<file path="config.mk">
export PLATFORM = sky130hd
export DESIGN_NAME = id_ex_stage_flat
export DESIGN_NICKNAME = d
export VERILOG_FILES = /design/src/rtl/id_ex_stage_if.sv /design/src/rtl/id_ex_stage.sv /design/src/flat_wrapper.sv
export SDC_FILE = /design/constraint.sdc
export NUM_CORES = 1
export LEC_CHECK = 0
export CAP_MARGIN = 10
export CELL_PAD_IN_SITES_DETAIL_PLACEMENT = 2
export CELL_PAD_IN_SITES_GLOBAL_PLACEMENT = 2
export CORE_AREA = 3 3 293 295
export DETAILED_ROUTE_END_ITERATION = 8
export DIE_AREA = 0 0 296 298
export PLACE_DENSITY = 0.76
export SETUP_SLACK_MARGIN = 0.2
export SYNTH_ARGS = -nofsm -noshare
export SYNTH_HDL_FRONTEND = slang
export SYNTH_SLANG_ARGS = --single-unit
</file>
<file path="constraint.sdc">
create_clock -name clk_i -period 5.6 [get_ports clk_i]
set_clock_uncertainty 0.2 [all_clocks]
set_input_delay 1.12 -clock clk_i [delete_from_list [all_inputs] [get_ports clk_i]]
set_output_delay 1.12 -clock clk_i [all_outputs]
set_load 0.005 [all_outputs]
</file>
<file path="src/rtl/id_ex_stage_if.sv">
// Decode-to-execute issue bus: decode offer, register file reads, bypass sources,
// flush, and the registered execute-side outputs of id_ex_stage.
interface id_ex_stage_if #(
    parameter int unsigned XLEN = 64
);
    logic            dec_valid_i;
    logic            dec_ready_o;
    logic [XLEN-1:0] dec_pc_i;
    logic [XLEN-1:0] dec_imm_i;
    logic [4:0]      dec_rs1_addr_i;
    logic [4:0]      dec_rs2_addr_i;
    logic [4:0]      dec_rd_addr_i;
    logic            dec_rd_wen_i;
    logic            dec_is_load_i;
    logic            dec_is_store_i;
    logic [1:0]      dec_opa_sel_i;
    logic            dec_opb_sel_i;
    logic [3:0]      dec_alu_func_i;

    logic [XLEN-1:0] rf_rs1_data_i;
    logic [XLEN-1:0] rf_rs2_data_i;
    logic [XLEN-1:0] alu_res_i;

    logic            exm_valid_i;
    logic            exm_rd_wen_i;
    logic            exm_is_load_i;
    logic [4:0]      exm_rd_addr_i;
    logic [XLEN-1:0] exm_rd_data_i;

    logic            wb_valid_i;
    logic            wb_rd_wen_i;
    logic [4:0]      wb_rd_addr_i;
    logic [XLEN-1:0] wb_rd_data_i;

    logic            flush_i;

    logic            ex_valid_o;
    logic            ex_ready_i;
    logic [XLEN-1:0] opr_a_o;
    logic [XLEN-1:0] opr_b_o;
    logic [3:0]      alu_func_o;
    logic [XLEN-1:0] ex_rs2_data_o;
    logic [XLEN-1:0] ex_pc_o;
    logic [4:0]      ex_rd_addr_o;
    logic            ex_rd_wen_o;
    logic            ex_is_load_o;
    logic            ex_is_store_o;

    // Pipeline environment (decode, RF, downstream stages)
    modport master (
        output dec_valid_i, dec_pc_i, dec_imm_i, dec_rs1_addr_i, dec_rs2_addr_i,
               dec_rd_addr_i, dec_rd_wen_i, dec_is_load_i, dec_is_store_i,
               dec_opa_sel_i, dec_opb_sel_i, dec_alu_func_i,
               rf_rs1_data_i, rf_rs2_data_i, alu_res_i,
               exm_valid_i, exm_rd_wen_i, exm_is_load_i, exm_rd_addr_i, exm_rd_data_i,
               wb_valid_i, wb_rd_wen_i, wb_rd_addr_i, wb_rd_data_i,
               flush_i, ex_ready_i,
        input  dec_ready_o, ex_valid_o, opr_a_o, opr_b_o, alu_func_o, ex_rs2_data_o,
               ex_pc_o, ex_rd_addr_o, ex_rd_wen_o, ex_is_load_o, ex_is_store_o
    );

    // The issue stage itself
    modport slave (
        input  dec_valid_i, dec_pc_i, dec_imm_i, dec_rs1_addr_i, dec_rs2_addr_i,
               dec_rd_addr_i, dec_rd_wen_i, dec_is_load_i, dec_is_store_i,
               dec_opa_sel_i, dec_opb_sel_i, dec_alu_func_i,
               rf_rs1_data_i, rf_rs2_data_i, alu_res_i,
               exm_valid_i, exm_rd_wen_i, exm_is_load_i, exm_rd_addr_i, exm_rd_data_i,
               wb_valid_i, wb_rd_wen_i, wb_rd_addr_i, wb_rd_data_i,
               flush_i, ex_ready_i,
        output dec_ready_o, ex_valid_o, opr_a_o, opr_b_o, alu_func_o, ex_rs2_data_o,
               ex_pc_o, ex_rd_addr_o, ex_rd_wen_o, ex_is_load_o, ex_is_store_o
    );
endinterface

</file>
<file path="src/rtl/id_ex_stage.sv">
// ID/EX issue register: operand selection with three-level bypass, load-use stall,
// single-entry valid/ready hold with flush and synchronous reset.
module id_ex_stage #(
    parameter int unsigned XLEN = 64
) (
    input  logic         clk_i,
    input  logic         rst_i,
    id_ex_stage_if.slave bus
);
    logic            ex_fire;
    logic            held_fwd;
    logic            exm_fwd;
    logic            wb_fwd;
    logic            held_ld;
    logic            exm_ld;
    logic            rs1_used;
    logic            rs2_used;
    logic            rs1_hazard;
    logic            rs2_hazard;
    logic            stall;
    logic            ready;
    logic            capture;
    logic [XLEN-1:0] rs1_fwd;
    logic [XLEN-1:0] rs2_fwd;
    logic [XLEN-1:0] opa_val;
    logic [XLEN-1:0] opb_val;

    // Bypass selection, hazard detection and handshake
    always_comb begin
        ex_fire  = bus.ex_valid_o & bus.ex_ready_i;
        held_fwd = ex_fire & bus.ex_rd_wen_o & ~bus.ex_is_load_o;
        exm_fwd  = bus.exm_valid_i & bus.exm_rd_wen_i & ~bus.exm_is_load_i;
        wb_fwd   = bus.wb_valid_i & bus.wb_rd_wen_i;
        held_ld  = bus.ex_valid_o & bus.ex_is_load_o & bus.ex_rd_wen_o;
        exm_ld   = bus.exm_valid_i & bus.exm_is_load_i & bus.exm_rd_wen_i;
        rs1_used = (bus.dec_opa_sel_i == 2'd0);
        rs2_used = ~bus.dec_opb_sel_i | bus.dec_is_store_i;

        rs1_fwd = bus.rf_rs1_data_i;
        if (bus.dec_rs1_addr_i != 5'd0) begin
            if (held_fwd && bus.ex_rd_addr_o == bus.dec_rs1_addr_i)
                rs1_fwd = bus.alu_res_i;
            else if (exm_fwd && bus.exm_rd_addr_i == bus.dec_rs1_addr_i)
                rs1_fwd = bus.exm_rd_data_i;
            else if (wb_fwd && bus.wb_rd_addr_i == bus.dec_rs1_addr_i)
                rs1_fwd = bus.wb_rd_data_i;
        end

        rs2_fwd = bus.rf_rs2_data_i;
        if (bus.dec_rs2_addr_i != 5'd0) begin
            if (held_fwd && bus.ex_rd_addr_o == bus.dec_rs2_addr_i)
                rs2_fwd = bus.alu_res_i;
            else if (exm_fwd && bus.exm_rd_addr_i == bus.dec_rs2_addr_i)
                rs2_fwd = bus.exm_rd_data_i;
            else if (wb_fwd && bus.wb_rd_addr_i == bus.dec_rs2_addr_i)
                rs2_fwd = bus.wb_rd_data_i;
        end

        rs1_hazard = rs1_used && (bus.dec_rs1_addr_i != 5'd0) &&
                     ((held_ld && bus.ex_rd_addr_o == bus.dec_rs1_addr_i) ||
                      (exm_ld && bus.exm_rd_addr_i == bus.dec_rs1_addr_i));
        rs2_hazard = rs2_used && (bus.dec_rs2_addr_i != 5'd0) &&
                     ((held_ld && bus.ex_rd_addr_o == bus.dec_rs2_addr_i) ||
                      (exm_ld && bus.exm_rd_addr_i == bus.dec_rs2_addr_i));
        stall   = rs1_hazard | rs2_hazard;
        ready   = (~bus.ex_valid_o | bus.ex_ready_i) & ~stall & ~bus.flush_i;
        capture = bus.dec_valid_i & ready;

        case (bus.dec_opa_sel_i)
            2'd0:    opa_val = rs1_fwd;
            2'd1:    opa_val = bus.dec_pc_i;
            default: opa_val = '0;
        endcase
        opb_val = bus.dec_opb_sel_i ? bus.dec_imm_i : rs2_fwd;
    end

    assign bus.dec_ready_o = ready;

    // Issue register: reset > flush > capture > drain > hold
    always_ff @(posedge clk_i) begin
        if (rst_i) begin
            bus.ex_valid_o    <= 1'b0;
            bus.opr_a_o       <= '0;
            bus.opr_b_o       <= '0;
            bus.alu_func_o    <= '0;
            bus.ex_rs2_data_o <= '0;
            bus.ex_pc_o       <= '0;
            bus.ex_rd_addr_o  <= '0;
            bus.ex_rd_wen_o   <= 1'b0;
            bus.ex_is_load_o  <= 1'b0;
            bus.ex_is_store_o <= 1'b0;
        end else if (bus.flush_i) begin
            bus.ex_valid_o <= 1'b0;
        end else if (capture) begin
            bus.ex_valid_o    <= 1'b1;
            bus.opr_a_o       <= opa_val;
            bus.opr_b_o       <= opb_val;
            bus.alu_func_o    <= bus.dec_alu_func_i;
            bus.ex_rs2_data_o <= rs2_fwd;
            bus.ex_pc_o       <= bus.dec_pc_i;
            bus.ex_rd_addr_o  <= bus.dec_rd_addr_i;
            bus.ex_rd_wen_o   <= bus.dec_rd_wen_i;
            bus.ex_is_load_o  <= bus.dec_is_load_i;
            bus.ex_is_store_o <= bus.dec_is_store_i;
        end else if (ex_fire) begin
            bus.ex_valid_o <= 1'b0;
        end
    end
endmodule

</file>
<file path="src/flat_wrapper.sv">
// flat-port wrapper written by rule: the top's interface ports become plain ports
module id_ex_stage_flat 
#(
    parameter int unsigned XLEN = 64
)
  (clk_i, rst_i, bus_dec_valid_i, bus_dec_pc_i, bus_dec_imm_i, bus_dec_rs1_addr_i, bus_dec_rs2_addr_i, bus_dec_rd_addr_i, bus_dec_rd_wen_i, bus_dec_is_load_i, bus_dec_is_store_i, bus_dec_opa_sel_i, bus_dec_opb_sel_i, bus_dec_alu_func_i, bus_rf_rs1_data_i, bus_rf_rs2_data_i, bus_alu_res_i, bus_exm_valid_i, bus_exm_rd_wen_i, bus_exm_is_load_i, bus_exm_rd_addr_i, bus_exm_rd_data_i, bus_wb_valid_i, bus_wb_rd_wen_i, bus_wb_rd_addr_i, bus_wb_rd_data_i, bus_flush_i, bus_ex_ready_i, bus_dec_ready_o, bus_ex_valid_o, bus_opr_a_o, bus_opr_b_o, bus_alu_func_o, bus_ex_rs2_data_o, bus_ex_pc_o, bus_ex_rd_addr_o, bus_ex_rd_wen_o, bus_ex_is_load_o, bus_ex_is_store_o);
  id_ex_stage_if #(.XLEN(XLEN)) bus_i ();
  input  logic clk_i;
  input  logic rst_i;
  input wire logic [$bits(bus_i.dec_valid_i)-1:0] bus_dec_valid_i;
  input wire logic [$bits(bus_i.dec_pc_i)-1:0] bus_dec_pc_i;
  input wire logic [$bits(bus_i.dec_imm_i)-1:0] bus_dec_imm_i;
  input wire logic [$bits(bus_i.dec_rs1_addr_i)-1:0] bus_dec_rs1_addr_i;
  input wire logic [$bits(bus_i.dec_rs2_addr_i)-1:0] bus_dec_rs2_addr_i;
  input wire logic [$bits(bus_i.dec_rd_addr_i)-1:0] bus_dec_rd_addr_i;
  input wire logic [$bits(bus_i.dec_rd_wen_i)-1:0] bus_dec_rd_wen_i;
  input wire logic [$bits(bus_i.dec_is_load_i)-1:0] bus_dec_is_load_i;
  input wire logic [$bits(bus_i.dec_is_store_i)-1:0] bus_dec_is_store_i;
  input wire logic [$bits(bus_i.dec_opa_sel_i)-1:0] bus_dec_opa_sel_i;
  input wire logic [$bits(bus_i.dec_opb_sel_i)-1:0] bus_dec_opb_sel_i;
  input wire logic [$bits(bus_i.dec_alu_func_i)-1:0] bus_dec_alu_func_i;
  input wire logic [$bits(bus_i.rf_rs1_data_i)-1:0] bus_rf_rs1_data_i;
  input wire logic [$bits(bus_i.rf_rs2_data_i)-1:0] bus_rf_rs2_data_i;
  input wire logic [$bits(bus_i.alu_res_i)-1:0] bus_alu_res_i;
  input wire logic [$bits(bus_i.exm_valid_i)-1:0] bus_exm_valid_i;
  input wire logic [$bits(bus_i.exm_rd_wen_i)-1:0] bus_exm_rd_wen_i;
  input wire logic [$bits(bus_i.exm_is_load_i)-1:0] bus_exm_is_load_i;
  input wire logic [$bits(bus_i.exm_rd_addr_i)-1:0] bus_exm_rd_addr_i;
  input wire logic [$bits(bus_i.exm_rd_data_i)-1:0] bus_exm_rd_data_i;
  input wire logic [$bits(bus_i.wb_valid_i)-1:0] bus_wb_valid_i;
  input wire logic [$bits(bus_i.wb_rd_wen_i)-1:0] bus_wb_rd_wen_i;
  input wire logic [$bits(bus_i.wb_rd_addr_i)-1:0] bus_wb_rd_addr_i;
  input wire logic [$bits(bus_i.wb_rd_data_i)-1:0] bus_wb_rd_data_i;
  input wire logic [$bits(bus_i.flush_i)-1:0] bus_flush_i;
  input wire logic [$bits(bus_i.ex_ready_i)-1:0] bus_ex_ready_i;
  output wire logic [$bits(bus_i.dec_ready_o)-1:0] bus_dec_ready_o;
  output wire logic [$bits(bus_i.ex_valid_o)-1:0] bus_ex_valid_o;
  output wire logic [$bits(bus_i.opr_a_o)-1:0] bus_opr_a_o;
  output wire logic [$bits(bus_i.opr_b_o)-1:0] bus_opr_b_o;
  output wire logic [$bits(bus_i.alu_func_o)-1:0] bus_alu_func_o;
  output wire logic [$bits(bus_i.ex_rs2_data_o)-1:0] bus_ex_rs2_data_o;
  output wire logic [$bits(bus_i.ex_pc_o)-1:0] bus_ex_pc_o;
  output wire logic [$bits(bus_i.ex_rd_addr_o)-1:0] bus_ex_rd_addr_o;
  output wire logic [$bits(bus_i.ex_rd_wen_o)-1:0] bus_ex_rd_wen_o;
  output wire logic [$bits(bus_i.ex_is_load_o)-1:0] bus_ex_is_load_o;
  output wire logic [$bits(bus_i.ex_is_store_o)-1:0] bus_ex_is_store_o;
  assign bus_i.dec_valid_i = bus_dec_valid_i;
  assign bus_i.dec_pc_i = bus_dec_pc_i;
  assign bus_i.dec_imm_i = bus_dec_imm_i;
  assign bus_i.dec_rs1_addr_i = bus_dec_rs1_addr_i;
  assign bus_i.dec_rs2_addr_i = bus_dec_rs2_addr_i;
  assign bus_i.dec_rd_addr_i = bus_dec_rd_addr_i;
  assign bus_i.dec_rd_wen_i = bus_dec_rd_wen_i;
  assign bus_i.dec_is_load_i = bus_dec_is_load_i;
  assign bus_i.dec_is_store_i = bus_dec_is_store_i;
  assign bus_i.dec_opa_sel_i = bus_dec_opa_sel_i;
  assign bus_i.dec_opb_sel_i = bus_dec_opb_sel_i;
  assign bus_i.dec_alu_func_i = bus_dec_alu_func_i;
  assign bus_i.rf_rs1_data_i = bus_rf_rs1_data_i;
  assign bus_i.rf_rs2_data_i = bus_rf_rs2_data_i;
  assign bus_i.alu_res_i = bus_alu_res_i;
  assign bus_i.exm_valid_i = bus_exm_valid_i;
  assign bus_i.exm_rd_wen_i = bus_exm_rd_wen_i;
  assign bus_i.exm_is_load_i = bus_exm_is_load_i;
  assign bus_i.exm_rd_addr_i = bus_exm_rd_addr_i;
  assign bus_i.exm_rd_data_i = bus_exm_rd_data_i;
  assign bus_i.wb_valid_i = bus_wb_valid_i;
  assign bus_i.wb_rd_wen_i = bus_wb_rd_wen_i;
  assign bus_i.wb_rd_addr_i = bus_wb_rd_addr_i;
  assign bus_i.wb_rd_data_i = bus_wb_rd_data_i;
  assign bus_i.flush_i = bus_flush_i;
  assign bus_i.ex_ready_i = bus_ex_ready_i;
  assign bus_dec_ready_o = bus_i.dec_ready_o;
  assign bus_ex_valid_o = bus_i.ex_valid_o;
  assign bus_opr_a_o = bus_i.opr_a_o;
  assign bus_opr_b_o = bus_i.opr_b_o;
  assign bus_alu_func_o = bus_i.alu_func_o;
  assign bus_ex_rs2_data_o = bus_i.ex_rs2_data_o;
  assign bus_ex_pc_o = bus_i.ex_pc_o;
  assign bus_ex_rd_addr_o = bus_i.ex_rd_addr_o;
  assign bus_ex_rd_wen_o = bus_i.ex_rd_wen_o;
  assign bus_ex_is_load_o = bus_i.ex_is_load_o;
  assign bus_ex_is_store_o = bus_i.ex_is_store_o;
  id_ex_stage #(.XLEN(XLEN)) u_core (.clk_i(clk_i), .rst_i(rst_i), .bus(bus_i));
endmodule
</file>
==> impl_results.md <==
* Total track usage at 26.1%
* Asr flop ratio synth at 0%
* Fin util at 32.1%
* Post-CTS Setup Inserts at 0
* Setup violators final at 0
* Die area at 0.0882 mm2
* Most frequent cells in the layout: clkdlybuf4s50_1, nor2_1, dfxtp_1, a21oi_1, nand2_1
* Share of cells above drive strength 1 at 8.09%
* Highest Clock Rate at 0.200 GHz
* Layout area overhead at 60.3%
* Most common cell on crit path: clkdlybuf4s50_1
* Mapped Cells at 2259
* CTS tree: done
* Static Leak at 10.3 nW
* Hold depth at 2
* Cell breakdown of the critical path: clkdlybuf4s50_1 > xor2_1 > nor2_1 > and3_1 > o221ai_2 > nand2_1 > nor3_1 > clkdlybuf4s50_1
* Largest net degree at the start of global routing at 124
* Maxcap violations at 0
* RSZ-0062 raised after global routing: false
* Reg-to-reg endpoint: u_core.bus.ex_pc_o[13]
* Post-Layout Cell Count at 4022
* Power Internal at 4.39 mW
* Tmin final at 4.99 ns
* Routing usage on met1 at 30.0%
* Drt total wl at 120 mm
* Crit end category: primary output
* Share of total power in combinational logic at 22.5%
* Post-route DRC at 0
* Internal reg-to-reg setup slack at 2.58 ns
* Vias in the first global route at 23810
* Period utilization at 89.2%
* FP Rows at 106
* Ys Warns at 0
* CP Launch Type: input port
* Initial antenna violation count at 29
* Routed len/inst at 29.9 um
* Largest area contributor in the netlist: dfxtp_1
* Min-delay src: u_core.bus.opr_a_o[0]
* Syn Std Cell Area at 0.0167 mm2
* Crit path required time at 4.28 ns
* Top_reg_cell synth: dfxtp_1
* Worst path bufs/invs at 2
* Flop pwr share at 33.7%
* Pre-antenna DRT Iters at 5
* First-pass GRT wire length at 170 mm
* Switching pwr at 1.83 mW
* Status: complete, no violations
* Worst hold-check path type: reg -> reg
* EDFF count, synth at 0
* Worst-skew pair later-pin latency at 0.56 ns
* Root Buffer: clkbuf_16
* R2R depth at 9
* Initial core utilization at 20.0%
* Critical path arrival at 3.67 ns
* CP max stage cell: clkdlybuf4s50_1
* CTS Hold Bufs at 0
* Total grt overflow at 0
* RePlAce Congestion at 0.888
* Hpwl dp at 85.8 mm
* Setup CP Type: in -> out
* Via count at 21226
* Crit path max-delay family: buffers and inverters
* Final setup TNS at 0 ns
* WHS Endpoint: u_core.bus.opr_a_o[0]
* Synth cell types at 51
* Num CTS Buffers at 39
* DIE HEIGHT at 298 um
* Worst VDD drop at 0.184 mV
* Via-to-Cell Ratio at 5.28
* CTS clk-pin slew, worst paths at 0.06 ns
* Drt first-iter violations at 1207
* Slew margin rel. at 36.1%
* CP peak stage delay at 0.64 ns
* Seq/Total Area, Yosys at 32.3%
* Critical Path Fanout Max at 4
* Die width at 296 um
* Dpl cells at 3928
* Power per Cell Area at 233 mW/mm2
* GRT met2 Usage at 45.9%
* Clk sinks at 269
* Share of the synthesized area in the top cell type at 32.3%
* Fin. max-slew vios at 0
* Final layout net count at 3382
* Synth Net Count at 2752
* Syn avg cell area at 7.38 um2
* Largest cells by area after synthesis: dfxtp_1, a21oi_1, nor2_1
* Number of synthesized register bits at 269
* Core Area at 0.0834 mm2
* Cells resized by post-CTS repair at 0
* Reg-to-reg critical path startpoint: u_core.bus.ex_rd_addr_o[1]
* Fin. Hold Viols at 0
* Sw Ratio at 29.4%
* Routing usage on met3 at 6.16%
* Clock power frac at 43.8%
* CTS Buffer Depth at 3
* Commonest non-fill, non-tap cell in the layout: clkdlybuf4s50_1
* # IOs at 763
* Port bufs at 762
* Worst-Margin Slew at 0.959 ns
* H-tree lvl count at 2
* Post-route ant nets at 0
* GR peak layer: met2
[logic make-up after synthesis]
kind of cell,count (synthesis),share of synthesized area (%)
muxes,128,7.99
AOI/OAI and AO/OA,678,26.6
and+or+nand+nor,907,25.3
DFF,269,32.3
buffers and inverters,248,6.29
xor gates and xnor gates,29,1.52
[registers in the layout (all words and copies together), names as in the netlist, 4 cells and up]
signal                    cells
u_core.bus.ex_pc_o           64
u_core.bus.ex_rs2_data_o     64
u_core.bus.opr_a_o           64
u_core.bus.opr_b_o           64
u_core.bus.ex_rd_addr_o       5
u_core.bus.alu_func_o         4
[worst min-delay path, stage by stage, from the launching register on]
cell	delay [ns]
dfxtp_1	0.31
nand2_1	0.05
a21oi_1	0.05
[layer usage]
layer	wire length [um]	vias up	share of wire, %
li1	-	9411	-
met2	59700	810	50
met1	47700	10750	40
met5	70	-	0.058
met4	4770	10	4.0
met3	8070	245	6.7
[power by group through the flow]
stage	clock network [mW]	registers, mW	logic [mW]
after floorplan	0	2.13	0.472
after global placement	0	2.13	1.36
after detailed placement	0	2.14	1.39
after CTS	2.80	2.10	1.40
after global routing	2.88	2.11	1.49
final	2.73	2.10	1.40
[worst max-delay path by stage]
stage | depth (start not counted) | slack, ns | end | from
after floorplan | 6 | 2.29 | bus_dec_ready_o | bus_exm_rd_addr_i[4]
after global placement | 8 | 0.60 | bus_dec_ready_o | bus_dec_rs2_addr_i[1]
after detailed placement | 8 | 0.57 | bus_dec_ready_o | bus_dec_rs2_addr_i[1]
after CTS | 8 | 0.55 | bus_dec_ready_o | bus_dec_rs2_addr_i[1]
after global routing | 8 | 0.44 | bus_dec_ready_o | bus_dec_rs2_addr_i[1]
final | 8 | 0.61 | bus_dec_ready_o | bus_dec_rs2_addr_i[1]
[stage by stage]
step | setup WS [ns] | power (mW) | hold slack [ns] | instance area [um2]
global route | 0.442 | 6.47 | 0.274 | 26700
global placement | 0.601 | 3.49 | 0.242 | 25300
floorplan | 2.29 | 2.60 | 0.253 | 16700
detailed placement | 0.568 | 3.53 | 0.250 | 25300
finish | 0.605 | 6.22 | 0.254 | 26700
CTS | 0.553 | 6.30 | 0.260 | 26700
[layout make-up]
class,count,area (um2)
diodes,24,60.1
clock buffers,53,1130
clock inverters,17,219
fillers,9473,56700
inverters,24,92.6
multi-input cells,1742,10300
flip-flops and latches,269,5390
well taps,1080,1350
repair buffers,813,8160
[Yosys cell counts, types with 9 or more instances]
cell and count:
nor2_1 348, mux2_2 41, xor2_1 18, inv_1 23, xnor2_1 11, a31o_2 42
a311oi_2 10, o31ai_1 22, a311oi_1 73, buf_2 59, a22oi_1 22, a211o_1 42
and3_1 90, a221oi_1 22, a211oi_1 22, o21ai_1 49, buf_4 9, dfxtp_1 269
nand2_1 246, nand3_1 28, mux2i_1 87, nor3_1 71, a21oi_1 268, o21ai_0 78
clkbuf_1 149, nand3b_1 107, o211ai_1 22
Note: power is estimated with default switching activity, not from simulation.
